**config.mk**
```make
export PLATFORM = sky130hd
export DESIGN_NAME = pc_fetch_unit
export DESIGN_NICKNAME = d
export VERILOG_FILES = /design/src/rtl/pc_fetch_unit.sv
export SDC_FILE = /design/constraint.sdc
export NUM_CORES = 1
export LEC_CHECK = 0
export CAP_MARGIN = 20
export CORE_MARGIN = 2
export CORE_UTILIZATION = 44
export DETAILED_ROUTE_END_ITERATION = 10
export GPL_ROUTABILITY_DRIVEN = 0
export PLACE_DENSITY = 0.87
export SYNTH_ARGS = -nofsm -noshare
export SYNTH_HDL_FRONTEND = slang
export SYNTH_SLANG_ARGS = --single-unit
```
**constraint.sdc**
```tcl
create_clock -name clk -period 6.19 [get_ports clk]
set_clock_uncertainty 0.05 [all_clocks]
set_input_delay 0.619 -clock clk [delete_from_list [all_inputs] [get_ports clk]]
set_output_delay 0.619 -clock clk [all_outputs]
set_load 0.05 [all_outputs]
```
**src/rtl/pc_fetch_unit.sv**
```systemverilog
// pc_fetch_unit
//   Program-counter register and instruction-fetch sequencer for the RV32I core.
//   Fetches one instruction at a time over a req/ack handshake, holds it for
//   decode while Stall is high, then retires it. On retirement the next PC is
//   either PC+4 or the branch target PC+ImmExt, as chosen by PCSrc.
//
//   Optional feature: define FETCH_TIMEOUT_EN to abandon a fetch that is not
//   acknowledged within TIMEOUT_CYCLES request cycles. The fetch unit then
//   raises FetchTimeout and halts. Without the macro, a request waits forever
//   and FetchTimeout is constant 0.
//
// Ports
//   clk, rst              core clock; synchronous active-high reset
//   PCSrc, ImmExt         branch select / byte offset, used only at retirement
//   Stall                 hold the current instruction in EXEC
//   IMemReq, IMemAddr     fetch request and address (address = PC)
//   IMemAck, IMemRData    memory acknowledge and instruction word
//   Instr, InstrValid     registered instruction presented to decode
//   PC, PCPlus4           current PC and its link value
//   MisalignErr           sticky: a retired target was not word aligned
//   FetchTimeout          sticky: a fetch timed out (FETCH_TIMEOUT_EN only)
//
// state  | meaning
// IDLE   | after reset; start a fetch on the next edge
// REQ    | request outstanding at PC, waiting for IMemAck
// EXEC   | instruction valid for decode; retire when Stall is low
// HALT   | misaligned target or fetch timeout; left only through rst

module pc_fetch_unit #(
  parameter logic [31:0] RESET_PC       = 32'h0000_0000,
  parameter int          TIMEOUT_CYCLES = 16
) (
  input  logic        clk,
  input  logic        rst,
  input  logic        PCSrc,
  input  logic [31:0] ImmExt,
  input  logic        Stall,
  output logic        IMemReq,
  output logic [31:0] IMemAddr,
  input  logic        IMemAck,
  input  logic [31:0] IMemRData,
  output logic [31:0] Instr,
  output logic        InstrValid,
  output logic [31:0] PC,
  output logic [31:0] PCPlus4,
  output logic        MisalignErr,
  output logic        FetchTimeout
);

  localparam logic [31:0] NOP = 32'h0000_0013;

  typedef enum logic [1:0] {
    S_IDLE = 2'd0,
    S_REQ  = 2'd1,
    S_EXEC = 2'd2,
    S_HALT = 2'd3
  } state_t;

  state_t      r_state;
  state_t      w_state_nxt;
  logic [31:0] r_pc;
  logic [31:0] r_instr;
  logic        r_valid;
  logic        r_misalign;

  logic [31:0] w_target;
  logic        w_misalign;
  logic        w_retire;
  logic        w_ack;
  logic        w_timeout;

  // Target add wraps modulo 2^32 by construction.
  assign w_target   = PCSrc ? (r_pc + ImmExt) : (r_pc + 32'd4);
  assign w_misalign = |w_target[1:0];
  assign w_retire   = (r_state == S_EXEC) && !Stall;
  assign w_ack      = (r_state == S_REQ) && IMemAck;

`ifdef FETCH_TIMEOUT_EN
  localparam logic [4:0] TMO_LAST = 5'(TIMEOUT_CYCLES - 1);

  logic [4:0] r_tmo_cnt;
  logic       r_fetch_tmo;

  // The last unacknowledged REQ cycle is the one where the count already
  // shows TIMEOUT_CYCLES-1 earlier misses.
  assign w_timeout = (r_state == S_REQ) && !IMemAck && (r_tmo_cnt == TMO_LAST);

  always_ff @(posedge clk) begin
    if (rst) begin
      r_tmo_cnt   <= '0;
      r_fetch_tmo <= 1'b0;
    end else begin
      // Held at zero outside REQ, so every REQ entry starts from zero.
      if (r_state != S_REQ)
        r_tmo_cnt <= '0;
      else if (!IMemAck)
        r_tmo_cnt <= r_tmo_cnt + 5'd1;
      if (w_timeout)
        r_fetch_tmo <= 1'b1;
    end
  end

  assign FetchTimeout = r_fetch_tmo;
`else
  assign w_timeout    = 1'b0;
  // Folds to constant 0; keeps the parameter referenced in this build.
  assign FetchTimeout = (TIMEOUT_CYCLES < 0);
`endif

  always_ff @(posedge clk) begin
    if (rst)
      r_state <= S_IDLE;
    else
      r_state <= w_state_nxt;
  end

  always_comb begin
    w_state_nxt = r_state;
    IMemReq     = 1'b0;
    case (r_state)
      S_IDLE: w_state_nxt = S_REQ;
      S_REQ: begin
        IMemReq = 1'b1;
        if (IMemAck)
          w_state_nxt = S_EXEC;
        else if (w_timeout)
          w_state_nxt = S_HALT;
      end
      S_EXEC: begin
        if (!Stall)
          w_state_nxt = w_misalign ? S_HALT : S_REQ;
      end
      S_HALT: w_state_nxt = S_HALT;
      default: w_state_nxt = S_IDLE;
    endcase
  end

  always_ff @(posedge clk) begin
    if (rst) begin
      r_pc       <= RESET_PC;
      r_instr    <= NOP;
      r_valid    <= 1'b0;
      r_misalign <= 1'b0;
    end else begin
      if (w_ack) begin
        r_instr <= IMemRData;
        r_valid <= 1'b1;
      end
      if (w_retire) begin
        r_valid <= 1'b0;
        // A misaligned target leaves PC pointing at the offending instruction.
        if (w_misalign)
          r_misalign <= 1'b1;
        else
          r_pc <= w_target;
      end
    end
  end

  assign IMemAddr    = r_pc;
  assign PC          = r_pc;
  assign PCPlus4     = r_pc + 32'd4;
  assign Instr       = r_instr;
  assign InstrValid  = r_valid;
  assign MisalignErr = r_misalign;

endmodule

```
# Word-level counts from Yosys, hierarchy flattened
# Cells that the tools add are included.
op_classes:
  n_bitwise: 1
  reduce_logical: 9
  mux: 6
  n_eq_ne: 5
  n_addsub: 2
ops:
  columns: ["op", "count"]
  rows:
  - ["adder 32 x 3 -> 32 bit (second input constant)", 1]
  - ["adder 32 bit", 1]
  - ["2-to-1 mux 32 bit", 1]
  - ["one-hot mux 2 bit (4 select lines)", 1]
  - ["2-to-1 mux 2 bit", 3]
  - ["AND reduction 2 bit", 3]
  - ["equality test 2 bit (second input constant)", 2]
  - ["inequality test 2 bit (second input constant)", 2]
  - ["OR reduction 2 bit", 2]
  - ["equality test 2 x 1 -> 1 bit (second input constant)", 1]
  - ["logical AND 1 bit", 2]
  - ["zero test 2 bit", 1]
  - ["zero test 1 bit", 1]
  - ["2-to-1 mux 1 bit", 1]
  - ["NOT 1 bit", 1]
word_totals:
  elab_cells: 28
  input_bits: 69
  reg_bits: 68
  out_inout_bits: 132

# Longest topological paths before layout
# Gate-level depths: netlist of the first run.
depth:
  word_depth: 6
  ltp_mapped: 11
  ltp_nobuf: 11

# Least setup slack after synthesis of the first run
# OpenSTA, ideal clock, no wires.
synth_path:
  path_kind: "flip-flop to output port"
  from: "register r_pc[2] (netlist: IMemAddr[2])"
  to: "output PCPlus4[22]"
  t_arrival_ps: 2990
  stages_incl_launch_ff: 8
  path_slack_ps: 2531
  required_time_ps: 5521
  path_buffers: 0
  path_cell_list: "dfxtp_1 ha_1 nand3_1 nor2_1 nand3_1 nor2_1 and4_1 xor2_1"
synth_via:
  elab_chain_len: 1
synth_rtl:
  columns: ["element", "line_no", "rtl"]
  rows:
  - ["start: declaration", "61", "logic [31:0] r_pc;"]
  - ["start signal: assignment", "155", "r_pc <= w_target;"]
  - ["adder 32 x 3 -> 32 bit", "162", "assign PCPlus4 = r_pc + 32'd4;"]
  - ["end: declaration", "45", "output logic [31:0] PCPlus4,"]
# Every way passes these cells.

# Worst setup path after layout of the first run
# Same ends and word-level chain as after synthesis.

==> impl_results.md, run 1 <==
* Proportion of synthesized chip area in sequential cells at 26.6%
* Worst Path Max Fanout at 9
* Final Non-Filler Cells at 1,000
* Max VDD drop at 0.135 mV
* Floorplan die area at 0.0125 mm^2
* Number of iterations in the first detailed-routing pass at 5
* Inst Count DP at 983
* Number of distinct library cell variants in the gate-level netlist after synthesis at 56
* # setup viols final at 0
* Top flip-flop cell by instance count after synthesis: sky130_fd_sc_hd__dfxtp_1
* Final routed wirelength across all metal layers at 15.9 mm
* Io pins at 201
* Main area contributors after synthesis: sky130_fd_sc_hd__dfxtp_1, sky130_fd_sc_hd__a21oi_1, sky130_fd_sc_hd__nand2_1
* Sequential cell area at 0.00136 mm^2
* Skew-Pair Late Insertion Delay at 0.32 ns
* Post-CTS Setup Inserts at 0
* Slew Viols, Final at 0
* TritonCTS clock tree: built
* Final period demand of the worst path at 4.26 ns
* Max Root-Sink Buffers at 2
* Startpoint Class: flop
* Number of diodes at 0
* Start of the worst register-to-register path: IMemAddr[0]
* Worst-Margin Slew at 0.889 ns
* Largest net degree at the start of global routing at 59
* Via count at 5,600
* Count of warnings emitted by yosys at 0
* Data arrival at the endpoint of the critical path at 3.60 ns
* Number of inserted filler cells in the final layout at 1,015
* Master cell of the clock root buffer: sky130_fd_sc_hd__clkbuf_16
* Sum of negative setup slack at 0 ns
* Clock edge transition at the registers on the reported setup and hold paths at 0.06 ns
* Hold path cells at 2
* All-Layer GR Usage at 24.5%
* Number of sinks handled by clock tree synthesis at 68
* Estimated wirelength of the detail-placed design at 11.7 mm
* Via density per instance at 5.60
* Critical Path Max Stage Delay at 0.82 ns
* R2r worst-path depth at 11
* Synthesis-stage register bit count at 68
* Cell leakage power at 2.82 nW
* Starting density of the core at 45.1%
* Achievable Freq at 235 MHz
* Count of instances resized after the clock tree is built at 0
* Floorplan die height at 112 um
* ANT nets after route at 0
* Sum of overflow across all layers after global routing at 0
* RSZ-0062 raised after global routing: no
* Capture point of the worst reg-to-reg path: IMemAddr[31]
* Area share of the largest cell type after synthesis at 26.6%
* Post-synthesis instance area at 0.00512 mm^2
* Pwr dens at 175 mW/mm^2
* End point of the worst hold path: Instr[26]
* Slew HR at 40.5%
* Initial antenna violation count at 0
* Ratio of cells with drive above 1 in the final layout at 3.73%
* Count of flip-flops with a built-in enable after synthesis at 0
* Slowest CP cell: sky130_fd_sc_hd__clkdlybuf4s50_1
* Crit path cell chain: ha_1 > nand3_1 > nor2_1 > nand3_1 > nor2_1 > and4_1 > xor2_1 > clkdlybuf4s50_1
* First-pass GRT wire length at 25.6 mm
* Final core utilization at 63.9%
* Ratio of final minimum period to clock period at 68.9%
* Site row count at 39
* Start point of the worst hold path: Instr[26]
* Final Worst Setup Slack at 1.93 ns
* Net count after synthesis at 805
* Worst R2R Setup Slack at 2.79 ns
* Final hold viol count at 0
* Syn_area_per_cell at 7.29 um^2
* Layout Area Growth over Synthesis at 41.8%
* Area of the core at 0.0114 mm^2
* Width of the chip at 112 um
* Total area of multi-input combinational cells at 0.00333 mm^2
* Clock buffer count from CTS at 9
* DRC Markers at 0
* Number of global-route vias before repair at 5,131
* Post-detailed-placement cell area at 0.00694 mm^2
* Nets at 954
* Post-detailed-route wirelength per cell at 15.9 um
* Required arrival time at the worst endpoint at 5.52 ns
* Count of buffers inserted at the top-level ports at 199
* Starting DRC count in detailed routing at 489
* Max-cap violation count at 0
* Hold/Removal Path Class: flop to flop
* Count of hold-fix buffers inserted at cts at 0
* Worst Setup Slack post-DPL at 2.19 ns
* Cell type with the largest total area after synthesis: sky130_fd_sc_hd__dfxtp_1
* Run status: finished clean
* Share of synthesized registers carrying an async set or reset at 0%
* Number of H-tree levels at 3
* Minimum hold slack at 0.403 ns
* Post-route cell area at 0.00727 mm^2
* Total power of the final layout at 1.27 mW
* Element type at the critical path end: output pin
* Syn Inst Count at 703
* Startpoint-to-endpoint class of the critical path: flop to output pin
routing by layer:
layer	part of all wire, %	wire length, um	track usage (%)
met1	43	6780	32.9
met2	49	7720	41.1
met3	6.8	1080	3.16
met4	1.8	289	7.16
met5	0	0	0
worst max-delay path by stage:
| stage | start | end | cells after the start |
|---|---|---|---|
| detailed placement | ImmExt[0] | IMemAddr[31] | 12 |
| global route | IMemAddr[2] | PCPlus4[22] | 8 |
| global placement | ImmExt[0] | IMemAddr[31] | 12 |
| finish | IMemAddr[2] | PCPlus4[22] | 8 |
| floorplan | IMemAddr[2] | PCPlus4[22] | 7 |
| CTS | IMemAddr[2] | PCPlus4[22] | 8 |
cells in the mapped netlist (4+ instances only):
cell type / instances
sky130_fd_sc_hd__a211oi_1: 4
sky130_fd_sc_hd__a21o_1: 14
sky130_fd_sc_hd__a21oi_1: 98
sky130_fd_sc_hd__a22oi_1: 6
sky130_fd_sc_hd__a31oi_1: 5
sky130_fd_sc_hd__and3_1: 12
sky130_fd_sc_hd__and4_1: 6
sky130_fd_sc_hd__buf_4: 36
sky130_fd_sc_hd__clkbuf_1: 25
sky130_fd_sc_hd__dfxtp_1: 68
sky130_fd_sc_hd__ha_1: 32
sky130_fd_sc_hd__inv_1: 12
sky130_fd_sc_hd__mux2i_1: 4
sky130_fd_sc_hd__nand2_1: 128
sky130_fd_sc_hd__nand3_1: 18
sky130_fd_sc_hd__nand4_1: 10
sky130_fd_sc_hd__nor2_1: 53
sky130_fd_sc_hd__nor3_1: 11
sky130_fd_sc_hd__o211ai_1: 9
sky130_fd_sc_hd__o21a_1: 5
sky130_fd_sc_hd__o21ai_0: 38
sky130_fd_sc_hd__xnor2_1: 33
sky130_fd_sc_hd__xor2_1: 21
final cells by class:
type,instances,share of cell area (%)
Tap cell,143,2.46
Clock buffer,10,3.29
Clock inverter,6,0.878
Timing Repair Buffer,204,28.1
Sequential cell,68,18.7
Inverter,12,0.620
Multi-Input combinational cell,557,45.9
flip-flops by register name, indices dropped and copies added, names as in the netlist:
register,count
Instr,32
r_state,2
InstrValid,1
IMemAddr,32
MisalignErr,1
logic make-up (layout without fill, tap and decap cells):
family                   Yosys count  in the layout  share of synthesized area (%)
adder cells (fa/ha/maj)           33             33                           8.21
flip-flops                        68             68                           26.6
other                              1              1                         0.0732
AO/OA/AOI/OAI                    208            208                           24.2
XOR/XNOR                          54             54                           9.23
buffers and inverters             78            232                           8.42
AND/OR/NAND/NOR                  257            257                           22.5
multiplexers                       4              4                          0.781
report_power, final:
group | internal (mW) | total [mW] | switching (mW) | leakage (nW)
Sequential | 0.453 | 0.467 | 0.0136 | 0.552
Combinational | 0.116 | 0.287 | 0.171 | 2.13
Clock | 0.322 | 0.514 | 0.192 | 0.144
Total | 0.891 | 1.27 | 0.377 | 2.82
critical path, delay by kind of cell (launching register included):
family | cells | cell delay (ns)
xor+xnor | 1 | 0.16
simple gates | 5 | 1.51
fa+ha+maj | 1 | 0.29
flops | 1 | 0.49
buf+inv | 1 | 0.82
cell usage in the layout, fill, tap and decap left out, types with 4 or more instances in the layout:
cell type and count:
sky130_fd_sc_hd__clkdlybuf4s50_1 198, sky130_fd_sc_hd__nand2_1 128, sky130_fd_sc_hd__a21oi_1 98, sky130_fd_sc_hd__dfxtp_1 68, sky130_fd_sc_hd__nor2_1 52, sky130_fd_sc_hd__o21ai_0 38
sky130_fd_sc_hd__xnor2_1 33, sky130_fd_sc_hd__ha_1 32, sky130_fd_sc_hd__xor2_1 21, sky130_fd_sc_hd__nand3_1 18, sky130_fd_sc_hd__a21o_1 14, sky130_fd_sc_hd__and3_1 12
sky130_fd_sc_hd__inv_1 12, sky130_fd_sc_hd__nor3_1 11, sky130_fd_sc_hd__nand4_1 10, sky130_fd_sc_hd__o211ai_1 9, sky130_fd_sc_hd__clkbuf_16 9, sky130_fd_sc_hd__and4_1 6
sky130_fd_sc_hd__a22oi_1 6, sky130_fd_sc_hd__o21a_1 5, sky130_fd_sc_hd__a31oi_1 5, sky130_fd_sc_hd__mux2i_1 4, sky130_fd_sc_hd__a211oi_1 4, sky130_fd_sc_hd__buf_4 4
No activity file was read; power rests on OpenSTA's default activity.
==> run 2: changes to the inputs <==
--- a/config.mk
+++ b/config.mk
@@ -7,10 +7,10 @@
 export LEC_CHECK = 0
 export CAP_MARGIN = 20
 export CORE_MARGIN = 2
-export CORE_UTILIZATION = 44
+export CORE_UTILIZATION = 40
 export DETAILED_ROUTE_END_ITERATION = 10
 export GPL_ROUTABILITY_DRIVEN = 0
-export PLACE_DENSITY = 0.87
+export PLACE_DENSITY = 0.83
 export SYNTH_ARGS = -nofsm -noshare
 export SYNTH_HDL_FRONTEND = slang
 export SYNTH_SLANG_ARGS = --single-unit
==> constraint.sdc (replaced) <==
create_clock -name clk -period 3.9 [get_ports clk]
set_clock_uncertainty 0.05 [all_clocks]
set_input_delay 0.39 -clock clk [delete_from_list [all_inputs] [get_ports clk]]
set_output_delay 0.39 -clock clk [all_outputs]
set_load 0.05 [all_outputs]
==> run 2 against run 1 <==
  * Utilization fell by 5.3 points
  * Count of clock-buffer cells in the layout did not move
  * Worst hold slack improved by 0.0013 ns
  * Clock power rose by 62%
  * Via count fell by 0.61%
  * Final area rose by 1.4%
  * Critical path depth fell by 1
  * Highest routed layer unchanged
  * First-iteration DRC count fell by 1.8%
==> impl_results.md, run 2 (synthesized netlist as in run 1, its figures left out) <==
* Post-CTS Setup Inserts at 0
* Layout Area Growth over Synthesis at 43.9%
* Final Worst Setup Slack at 0.0908 ns
* Final Non-Filler Cells at 1,039
* Slew Viols, Final at 0
* Site row count at 41
* Number of diodes at 0
* Area of the core at 0.0126 mm^2
* Pwr dens at 276 mW/mm^2
* Final period demand of the worst path at 3.81 ns
* Starting density of the core at 40.8%
* Ratio of cells with drive above 1 in the final layout at 4.96%
* Skew-Pair Late Insertion Delay at 0.34 ns
* Count of buffers inserted at the top-level ports at 199
* Number of sinks handled by clock tree synthesis at 68
* Master cell of the clock root buffer: sky130_fd_sc_hd__clkbuf_16
* Slew HR at 55.1%
* All-Layer GR Usage at 23.2%
* Initial antenna violation count at 0
* Critical Path Max Stage Delay at 0.86 ns
* Timing startpoint of the critical path: IMemAddr[2]
* Data arrival at the endpoint of the critical path at 3.37 ns
* Slowest CP cell: sky130_fd_sc_hd__clkdlybuf4s50_1
* Largest net degree at the start of global routing at 58
* Sum of overflow across all layers after global routing at 0
* Required arrival time at the worst endpoint at 3.46 ns
* Post-detailed-route wirelength per cell at 15.9 um
* Crit path cell chain: ha_1 > nand3_1 > nor2_1 > nand3_1 > or3_1 > xnor2_1 > clkdlybuf4s50_1
* Io pins at 201
* # setup viols final at 0
* Number of H-tree levels at 3
* Worst Setup Slack post-DPL at 0.356 ns
* Startpoint-to-endpoint class of the critical path: flop to output pin
* Worst-Margin Slew at 0.674 ns
* Clock buffer count from CTS at 9
* Nets at 964
* Worst Path Max Fanout at 9
* Count of instances resized after the clock tree is built at 0
* Start of the worst register-to-register path: IMemAddr[0]
* Number of buffer and inverter stages on the critical path at 1
* Family of cells with the greatest summed delay on the critical path: simple AND/OR/NAND/NOR gates
* Count of hold-fix buffers inserted at cts at 0
* Inst Count DP at 1,022
* Commonest cells after routing, fill and taps aside: sky130_fd_sc_hd__clkdlybuf4s50_1, sky130_fd_sc_hd__nand2_1, sky130_fd_sc_hd__a21oi_1
* ANT nets after route at 0
* Run status: finished clean
* Number of iterations in the first detailed-routing pass at 5
* First-pass GRT wire length at 25.2 mm
* Worst R2R Setup Slack at 0.76 ns
* DRC Markers at 0
* Via count at 5,566
* Achievable Freq at 263 MHz
* Sum of negative setup slack at 0 ns
* Floorplan die height at 117 um
* Start point of the worst hold path: Instr[29]
* Ratio of final minimum period to clock period at 97.7%
* Max VDD drop at 0.199 mV
* Cell leakage power at 2.92 nW
* Max-cap violation count at 0
* RSZ-0062 raised after global routing: no
* Number of global-route vias before repair at 5,044
* Via density per instance at 5.36
* Total power of the final layout at 2.03 mW
* Most used cell, CP: sky130_fd_sc_hd__nand3_1
* Final core utilization at 58.6%
* Floorplan die area at 0.0137 mm^2
* Hold/Removal Path Class: flop to flop
* Starting DRC count in detailed routing at 480
* Final routed wirelength across all metal layers at 16.6 mm
* Max Root-Sink Buffers at 2
* Element type at the critical path end: output pin
* Final hold viol count at 0
* Minimum hold slack at 0.404 ns
* Clock edge transition at the registers on the reported setup and hold paths at 0.06 ns
* Post-route cell area at 0.00737 mm^2
* Startpoint Class: flop
* TritonCTS clock tree: built
* Width of the chip at 117 um
* Most frequent standard cell in the layout excluding fill and tap cells: sky130_fd_sc_hd__clkdlybuf4s50_1
* Post-detailed-placement cell area at 0.00704 mm^2
* Estimated wirelength of the detail-placed design at 11.9 mm
run 2: changes by cell type in the layout (fill, tap and decap cells not counted):
cell and delta:
sky130_fd_sc_hd__clkbuf_1 +1, sky130_fd_sc_hd__buf_4 +12, sky130_fd_sc_hd__clkdlybuf4s50_1 -5, sky130_fd_sc_hd__dlymetal6s2s_1 +3, sky130_fd_sc_hd__clkbuf_8 -1, sky130_fd_sc_hd__clkinvlp_4 +2, sky130_fd_sc_hd__clkinv_2 -1, sky130_fd_sc_hd__clkinv_4 -1
run 2: cell type report:
class                      instances  area, um^2
sequential                        68        1360
multi-input combinational        557        3330
inverter                          12        45.0
tap                              172         215
fill                            1131        5200
clock buffer                      10         229
timing repair buffer             214        2120
clock inverter                     6        65.1
run 2: path summary, 6_finish.rpt:
| check | endpoint | depth (start not counted) |
|---|---|---|
| worst max-delay path | PCPlus4[24] | 7 |
| worst min-delay path | Instr[29] | 2 |
| worst max register to register | IMemAddr[30] | 11 |
| worst min register to register | Instr[29] | 2 |
run 2: worst min-delay path, stage by stage, from the launching register on:
cell                      delay, ns
sky130_fd_sc_hd__dfxtp_1       0.31
sky130_fd_sc_hd__nand2_1       0.05
sky130_fd_sc_hd__a21oi_1       0.05
run 2: per-layer routing:
metal	vias up	GRT usage (%)	wire length, um
met4	0	8.63	284
met5	-	0	0
met3	27	3.60	1100
met1	2544	32.1	7440
li1	2770	-	-
met2	225	36.4	7740
run 2: power by group:
part	switching (mW)	leakage, nW	internal (mW)
Clock	0.337	0.131	0.494
Combinational	0.275	2.24	0.186
Sequential	0.0201	0.552	0.719
Total	0.631	2.92	1.40
